$ cat config.mk
export PLATFORM = sky130hd
export DESIGN_NAME = slc3_control_fsm
export DESIGN_NICKNAME = d
export VERILOG_FILES = /design/src/rtl/slc3_ctrl_pkg.sv /design/src/rtl/slc3_mem_wait_timer.sv /design/src/rtl/slc3_control_fsm.sv
export SDC_FILE = /design/constraint.sdc
export NUM_CORES = 1
export LEC_CHECK = 0
export ABC_AREA = 1
export ABC_CLOCK_PERIOD_IN_PS = 1300
export CORE_MARGIN = 2
export CORE_UTILIZATION = 30
export DETAILED_ROUTE_END_ITERATION = 8
export GPL_TIMING_DRIVEN = 0
export PLACE_DENSITY = 0.73
export SLEW_MARGIN = 20
export SYNTH_ARGS = -nofsm -noshare
export SYNTH_HDL_FRONTEND = slang
export SYNTH_SLANG_ARGS = --single-unit
$ cat constraint.sdc
create_clock -name Clk -period 1.3 [get_ports Clk]
set_input_delay 0.39 -clock Clk [delete_from_list [all_inputs] [get_ports Clk]]
set_output_delay 0.39 -clock Clk [all_outputs]
set_load 0.005 [all_outputs]
$ cat src/rtl/slc3_ctrl_pkg.sv
// slc3_ctrl_pkg: shared definitions for the SLC-3 control unit.
//   - opcode constants (IR[15:12])
//   - alu_op_t: ALUK encodings
//   - PCMUX / ADDR2MUX encodings
//   - state_t: control FSM states
// Build option: SLC3_PAUSE_EN adds the PAUSE opcode and states P1/P2.
package slc3_ctrl_pkg;

  localparam logic [3:0] OP_BR    = 4'b0000;
  localparam logic [3:0] OP_ADD   = 4'b0001;
  localparam logic [3:0] OP_JSR   = 4'b0100;
  localparam logic [3:0] OP_AND   = 4'b0101;
  localparam logic [3:0] OP_LDR   = 4'b0110;
  localparam logic [3:0] OP_STR   = 4'b0111;
  localparam logic [3:0] OP_NOT   = 4'b1001;
  localparam logic [3:0] OP_JMP   = 4'b1100;
  localparam logic [3:0] OP_PAUSE = 4'b1101;

  typedef enum logic [1:0] {
    ALU_ADD  = 2'b00,
    ALU_AND  = 2'b01,
    ALU_NOT  = 2'b10,
    ALU_PASS = 2'b11
  } alu_op_t;

  localparam logic [1:0] PCMUX_INC   = 2'b00;
  localparam logic [1:0] PCMUX_BUS   = 2'b01;
  localparam logic [1:0] PCMUX_ADDER = 2'b10;

  localparam logic [1:0] ADDR2_ZERO  = 2'b00;
  localparam logic [1:0] ADDR2_OFF6  = 2'b01;
  localparam logic [1:0] ADDR2_OFF9  = 2'b10;
  localparam logic [1:0] ADDR2_OFF11 = 2'b11;

  typedef enum logic [4:0] {
    ST_HALTED,
    ST_S18,
    ST_RD,
    ST_S35,
    ST_S32,
    ST_S01,
    ST_S05,
    ST_S09,
    ST_S00,
    ST_S22,
    ST_S12,
    ST_S04,
    ST_S21,
    ST_S20,
    ST_S06,
    ST_S27,
    ST_S07,
    ST_S23,
    ST_WR
`ifdef SLC3_PAUSE_EN
    ,
    ST_P1,
    ST_P2
`endif
  } state_t;

endpackage

$ cat src/rtl/slc3_mem_wait_timer.sv
// slc3_mem_wait_timer: SRAM access wait counter.
//   Clk   in  system clock
//   Reset in  asynchronous, active-high reset
//   load  in  1 = hold the counter at its reload value (outside a memory access)
//   done  out 1 = this is the last cycle of the current access
// While load is low the counter walks from WAIT-1 down to zero and parks there,
// so an access lasts exactly WAIT cycles.
module slc3_mem_wait_timer #(
  parameter int unsigned WAIT = 2
) (
  input  logic Clk,
  input  logic Reset,
  input  logic load,
  output logic done
);

  localparam int unsigned CW = (WAIT > 1) ? $clog2(WAIT + 1) : 1;
  localparam logic [CW-1:0] RELOAD = CW'(WAIT - 1);

  logic [CW-1:0] count;

  always_ff @(posedge Clk or posedge Reset) begin
    if (Reset) begin
      count <= RELOAD;
    end else if (load) begin
      count <= RELOAD;
    end else if (count != '0) begin
      count <= count - 1'b1;
    end
  end

  assign done = (count == '0);

endmodule

$ cat src/rtl/slc3_control_fsm.sv
// slc3_control_fsm: SLC-3 control unit, Moore FSM between IR/NZP logic and datapath.
//   Clk, Reset (async, active-high)
//   Run, Continue               start from HALTED / resume from PAUSE
//   BEN, Opcode, IR_5, IR_11    decode inputs
//   LD_*                        register load enables
//   Gate*                       bus drivers (one-hot or none)
//   PCMUX, DRMUX, SR1MUX, SR2MUX, ADDR1MUX, ADDR2MUX, ALUK   datapath selects
//   Mem_OE, Mem_WE              SRAM strobes, active-low
// Parameter MEM_WAIT (1..15): cycles each SRAM strobe is held low.
// Build option: SLC3_PAUSE_EN enables the PAUSE opcode (P1/P2 states);
// without it PAUSE decodes as a NOP.
module slc3_control_fsm
  import slc3_ctrl_pkg::*;
#(
  parameter int unsigned MEM_WAIT = 2
) (
  input  logic       Clk,
  input  logic       Reset,
  input  logic       Run,
  input  logic       Continue,
  input  logic       BEN,
  input  logic [3:0] Opcode,
  input  logic       IR_5,
  input  logic       IR_11,
  output logic       LD_MAR,
  output logic       LD_MDR,
  output logic       LD_IR,
  output logic       LD_BEN,
  output logic       LD_CC,
  output logic       LD_REG,
  output logic       LD_PC,
  output logic       GatePC,
  output logic       GateMDR,
  output logic       GateALU,
  output logic       GateMARMUX,
  output logic [1:0] PCMUX,
  output logic       DRMUX,
  output logic       SR1MUX,
  output logic       SR2MUX,
  output logic       ADDR1MUX,
  output logic [1:0] ADDR2MUX,
  output logic [1:0] ALUK,
  output logic       Mem_OE,
  output logic       Mem_WE
);

  state_t  state, next_state;
  state_t  rd_return;   // where RD goes when the read completes
  alu_op_t alu_sel;
  logic    mem_active, mem_done;

  // NOTE: sequential state uses non-blocking assignments so every register
  // samples the pre-edge value of every other register.
  always_ff @(posedge Clk or posedge Reset) begin
    if (Reset) state <= ST_HALTED;
    else       state <= next_state;
  end

  // RD is shared by instruction fetch and LDR; remember who entered it.
  always_ff @(posedge Clk or posedge Reset) begin
    if (Reset)                  rd_return <= ST_S35;
    else if (state == ST_S18)   rd_return <= ST_S35;
    else if (state == ST_S06)   rd_return <= ST_S27;
  end

  // The timer is held at reload outside RD/WR, so each access starts fresh.
  assign mem_active = (state == ST_RD) || (state == ST_WR);

  slc3_mem_wait_timer #(
    .WAIT (MEM_WAIT)
  ) u_wait (
    .Clk   (Clk),
    .Reset (Reset),
    .load  (!mem_active),
    .done  (mem_done)
  );

`ifndef SLC3_PAUSE_EN
  // Continue only matters when the pause feature is built in.
  logic unused_continue;
  assign unused_continue = Continue;
`endif

  always_comb begin
    // NOTE: every output gets its idle value first, so no path through the
    // case can leave one unassigned and infer a latch.
    next_state = state;
    LD_MAR     = 1'b0;
    LD_MDR     = 1'b0;
    LD_IR      = 1'b0;
    LD_BEN     = 1'b0;
    LD_CC      = 1'b0;
    LD_REG     = 1'b0;
    LD_PC      = 1'b0;
    GatePC     = 1'b0;
    GateMDR    = 1'b0;
    GateALU    = 1'b0;
    GateMARMUX = 1'b0;
    PCMUX      = PCMUX_INC;
    DRMUX      = 1'b0;
    SR1MUX     = 1'b0;
    SR2MUX     = 1'b0;
    ADDR1MUX   = 1'b0;
    ADDR2MUX   = ADDR2_ZERO;
    alu_sel    = ALU_ADD;
    Mem_OE     = 1'b1;
    Mem_WE     = 1'b1;

    case (state)
      ST_HALTED: if (Run) next_state = ST_S18;

      ST_S18: begin
        GatePC     = 1'b1;
        LD_MAR     = 1'b1;
        LD_PC      = 1'b1;
        PCMUX      = PCMUX_INC;
        next_state = ST_RD;
      end

      ST_RD: begin
        Mem_OE = 1'b0;
        if (mem_done) begin
          LD_MDR     = 1'b1;
          next_state = rd_return;
        end
      end

      ST_S35: begin
        GateMDR    = 1'b1;
        LD_IR      = 1'b1;
        next_state = ST_S32;
      end

      ST_S32: begin
        LD_BEN = 1'b1;
        case (Opcode)
          OP_ADD:   next_state = ST_S01;
          OP_AND:   next_state = ST_S05;
          OP_NOT:   next_state = ST_S09;
          OP_BR:    next_state = ST_S00;
          OP_JMP:   next_state = ST_S12;
          OP_JSR:   next_state = ST_S04;
          OP_LDR:   next_state = ST_S06;
          OP_STR:   next_state = ST_S07;
`ifdef SLC3_PAUSE_EN
          OP_PAUSE: next_state = ST_P1;
`endif
          default:  next_state = ST_S18;  // undefined opcodes run as NOP
        endcase
      end

      ST_S01, ST_S05: begin
        SR1MUX     = 1'b1;
        SR2MUX     = IR_5;
        alu_sel    = (state == ST_S05) ? ALU_AND : ALU_ADD;
        GateALU    = 1'b1;
        LD_REG     = 1'b1;
        LD_CC      = 1'b1;
        next_state = ST_S18;
      end

      ST_S09: begin
        SR1MUX     = 1'b1;
        alu_sel    = ALU_NOT;
        GateALU    = 1'b1;
        LD_REG     = 1'b1;
        LD_CC      = 1'b1;
        next_state = ST_S18;
      end

      ST_S00: next_state = BEN ? ST_S22 : ST_S18;

      ST_S22: begin
        ADDR1MUX   = 1'b0;
        ADDR2MUX   = ADDR2_OFF9;
        PCMUX      = PCMUX_ADDER;
        LD_PC      = 1'b1;
        next_state = ST_S18;
      end

      // JMP and JSRR both route SR1 + 0 through the address adder into PC.
      ST_S12, ST_S20: begin
        SR1MUX     = 1'b1;
        ADDR1MUX   = 1'b1;
        ADDR2MUX   = ADDR2_ZERO;
        PCMUX      = PCMUX_ADDER;
        LD_PC      = 1'b1;
        next_state = ST_S18;
      end

      ST_S04: begin
        GatePC     = 1'b1;
        DRMUX      = 1'b1;
        LD_REG     = 1'b1;
        next_state = IR_11 ? ST_S21 : ST_S20;
      end

      ST_S21: begin
        ADDR1MUX   = 1'b0;
        ADDR2MUX   = ADDR2_OFF11;
        PCMUX      = PCMUX_ADDER;
        LD_PC      = 1'b1;
        next_state = ST_S18;
      end

      // LDR and STR share the effective-address step.
      ST_S06, ST_S07: begin
        SR1MUX     = 1'b1;
        ADDR1MUX   = 1'b1;
        ADDR2MUX   = ADDR2_OFF6;
        GateMARMUX = 1'b1;
        LD_MAR     = 1'b1;
        next_state = (state == ST_S06) ? ST_RD : ST_S23;
      end

      ST_S27: begin
        GateMDR    = 1'b1;
        LD_REG     = 1'b1;
        LD_CC      = 1'b1;
        next_state = ST_S18;
      end

      ST_S23: begin
        SR1MUX     = 1'b0;   // store source register lives in IR[11:9]
        alu_sel    = ALU_PASS;
        GateALU    = 1'b1;
        LD_MDR     = 1'b1;
        next_state = ST_WR;
      end

      ST_WR: begin
        Mem_WE = 1'b0;
        if (mem_done) next_state = ST_S18;
      end

`ifdef SLC3_PAUSE_EN
      // Two-step handshake: wait for the button press, then its release.
      ST_P1: if (Continue)  next_state = ST_P2;
      ST_P2: if (!Continue) next_state = ST_S18;
`endif

      default: next_state = ST_HALTED;
    endcase
  end

  assign ALUK = alu_sel;

endmodule

==> out/results.ini <==
[status]
status=complete, but fails checks
violations=negative setup slack

[floorplan]
pin_count=34
start_util=0.314
die_h_um=57.5
rows=19
core-area_um2=2730
die-area_um2=3300
die_w_um=57.5

[critical_path]
crit_fanout=4
cp.arrival_ps=1560
rr_worst_depth=12
cp-start-kind=register
required_ps=910
rrSetupSlack_ps=-250
worst_setup_path_end_kind=output pin
r2r_end=state[1]
worstReg2RegStart=state[3]
crit_type=register to output pin

[finish]
layout.cells.non_filler=257
area_growth_pct=113
finalNetCount=244
layout-drive-gt1-share=0.588
diodes=0

[synth]
yosysUniqueCellTypes=21
yosys.area.top_type=dfrtp_1
synth_top_family_by_area=simple AND/OR/NAND/NOR gates
yosys_most_used_dff=dfrtp_1
synth.ff_latch_count=8
synth_fp_nets=161
synth_mux_area_frac=0
ys_warn_count=0
seq_area_frac_synth=0.235
async_flop_share=1.00
netlist_instances=144
synth.area.top_cells=dfrtp_1 (20%), nand2_1 (16%), inv_1 (11%)
synthSimpleGateAreaFrac=0.412
synth_edf_count=0
synthAdderAreaFrac=0.0876
netlist_area_um2=857
netlist.area_leader.share=0.204
synth_xor_area_frac=0
synth_most_common_cell=nand2_1
synth_compound_area_frac=0.118
ys_top_cells_by_count=nand2_1 (36), inv_1 (25), nor2_1 (24)
syn_avg_cell_area_um2=5.95

[routing]
num_vias=1288
via_per_inst=5.01
drc=0
routed_wl_mm=3.44
drt_iter0_markers=60
drtPass1Iterations=4
drtAntennaViolNets=0
wire_per_inst_um=13.4

[power]
ir_worst_vdd_mv=1.64
power_density_nw_per_um2=1810
finalPower_mw=3.30
leakage_nw=1.05

[timing]
maxSlewViolCount=0
setup_violations=30
hold_viol_final=0
holdWs_ps=388
max_freq_mhz=513
setup_ws_ps=-650
rsz0062_at_grt=yes
fin_crit_ps=1950
clock_skew_ps=4.55
min_period_over_period=1.50

[placement]
hpwl_mm=1.80
gp_congestion=0.849
port_buffers=31
dp_cells=206

[job]
maxCapViolations=0

[global_route]
grtUsageTotal=0.209
antenna_found_initial=0
grt_max_degree=9
grt_overflow=0
grt_pass1_vias=1218
grt_pass1_wl_mm=5.44

[clocking]
clk_latency_ps=250
cts_sinks=8
cts_max_path_buffers=2
cts_root_buf=clkbuf_4
cts_tree=built
ctsHoldBuffers=0
numCtsBuffers=3
cts_max_level=1
clk_pin_slew_ps=60

[hold_path]
hold_class=input pin to async pin

==> how the worst max path moves through the flow <==
| stage | cells after the start | startpoint | slack [ps] | to |
|---|---|---|---|---|
| after floorplan | 7 | state[4] | -100 | LD_PC |
| after global placement | 6 | state[2] | -720 | SR1MUX |
| after detailed placement | 6 | state[2] | -740 | SR1MUX |
| after CTS | 7 | state[2] | -570 | SR1MUX |
| after global routing | 7 | state[2] | -730 | LD_MAR |
| final | 7 | state[3] | -650 | SR1MUX |
==> logic make-up after synthesis <==
group	count (synthesis)
simple gates	83
other cells	1
compound gates	17
flops	8
fa+ha+maj	6
buf+inv	29
==> cells in the final DEF, fill, tap and decap left out, types with 2 or more instances in the layout <==
master	n
inv_2	10
o21ai_0	4
nand4_1	2
nand3_4	2
a21oi_1	2
buf_2	20
o21ai_1	2
buf_6	19
nor2_1	12
inv_4	3
buf_4	29
ha_1	5
nand2_1	25
dfrtp_2	4
o211ai_1	3
clkbuf_4	3
nand3_1	10
dfrtp_1	3
nand3_2	4
inv_1	13
nand2_2	7
clkdlybuf4s50_1	7
nor2_4	13
nand2_4	5
a21oi_2	3
dlygate4sd2_1	2
==> state kept, by name, summed over array words and instances, names as in the netlist <==
| signal | count |
|---|---|
| rd_return | 1 |
| state | 5 |
| u_wait.count | 2 |
==> layer usage <==
metal	track usage	part of all wire	vias up
li1	-	-	616
met1	0.256	0.38	599
met2	0.381	0.51	58
met3	0.0227	0.062	15
met4	0.0598	0.043	0
met5	0	0	-
==> layout make-up <==
class                   instances  area [µm²]
fillers                       234         910
clock buffers                   4        26.3
flip-flops and latches          8         206
plain buffers                   2        22.5
multi-input cells             107         771
inverters                      27         114
repair buffers                 78         646
well taps                      31        38.8
==> stage by stage <==
step	cell area, µm²	worst slack, ps	utilization	setup TNS, ps
2_1_floorplan	887	-97.4	-	-556
3_3_place_gp	1240	-724	0.452	-15710
3_5_place_dp	1240	-736	0.452	-15870
4_1_cts	1710	-568	0.624	-11410
5_1_grt	1820	-734	0.667	-15050
6_report	1820	-650	0.667	-12910
==> worst max-delay path, stage by stage (launching register included) <==
cell and delay (ps):
dfrtp_2 450, buf_4 160, nor2_4 100, buf_6 110, o211ai_1 150, buf_4 180, nand3_2 40, buf_2 110
==> where the power goes <==
group	leakage, nW	internal, mW	switching (mW)
Sequential	0.0982	0.344	0.102
Combinational	0.935	1.31	1.34
Clock	0.0150	0.117	0.0848
Total	1.05	1.77	1.53
==> what timing repair did <==
action                                  CTS  global route
pin swaps                                23            13
gates cloned                              1             0
resized for setup                       164            19
endpoints found under the setup margin   26            30
setup buffers                            41            12
Note: power is estimated with default switching activity, not from simulation.
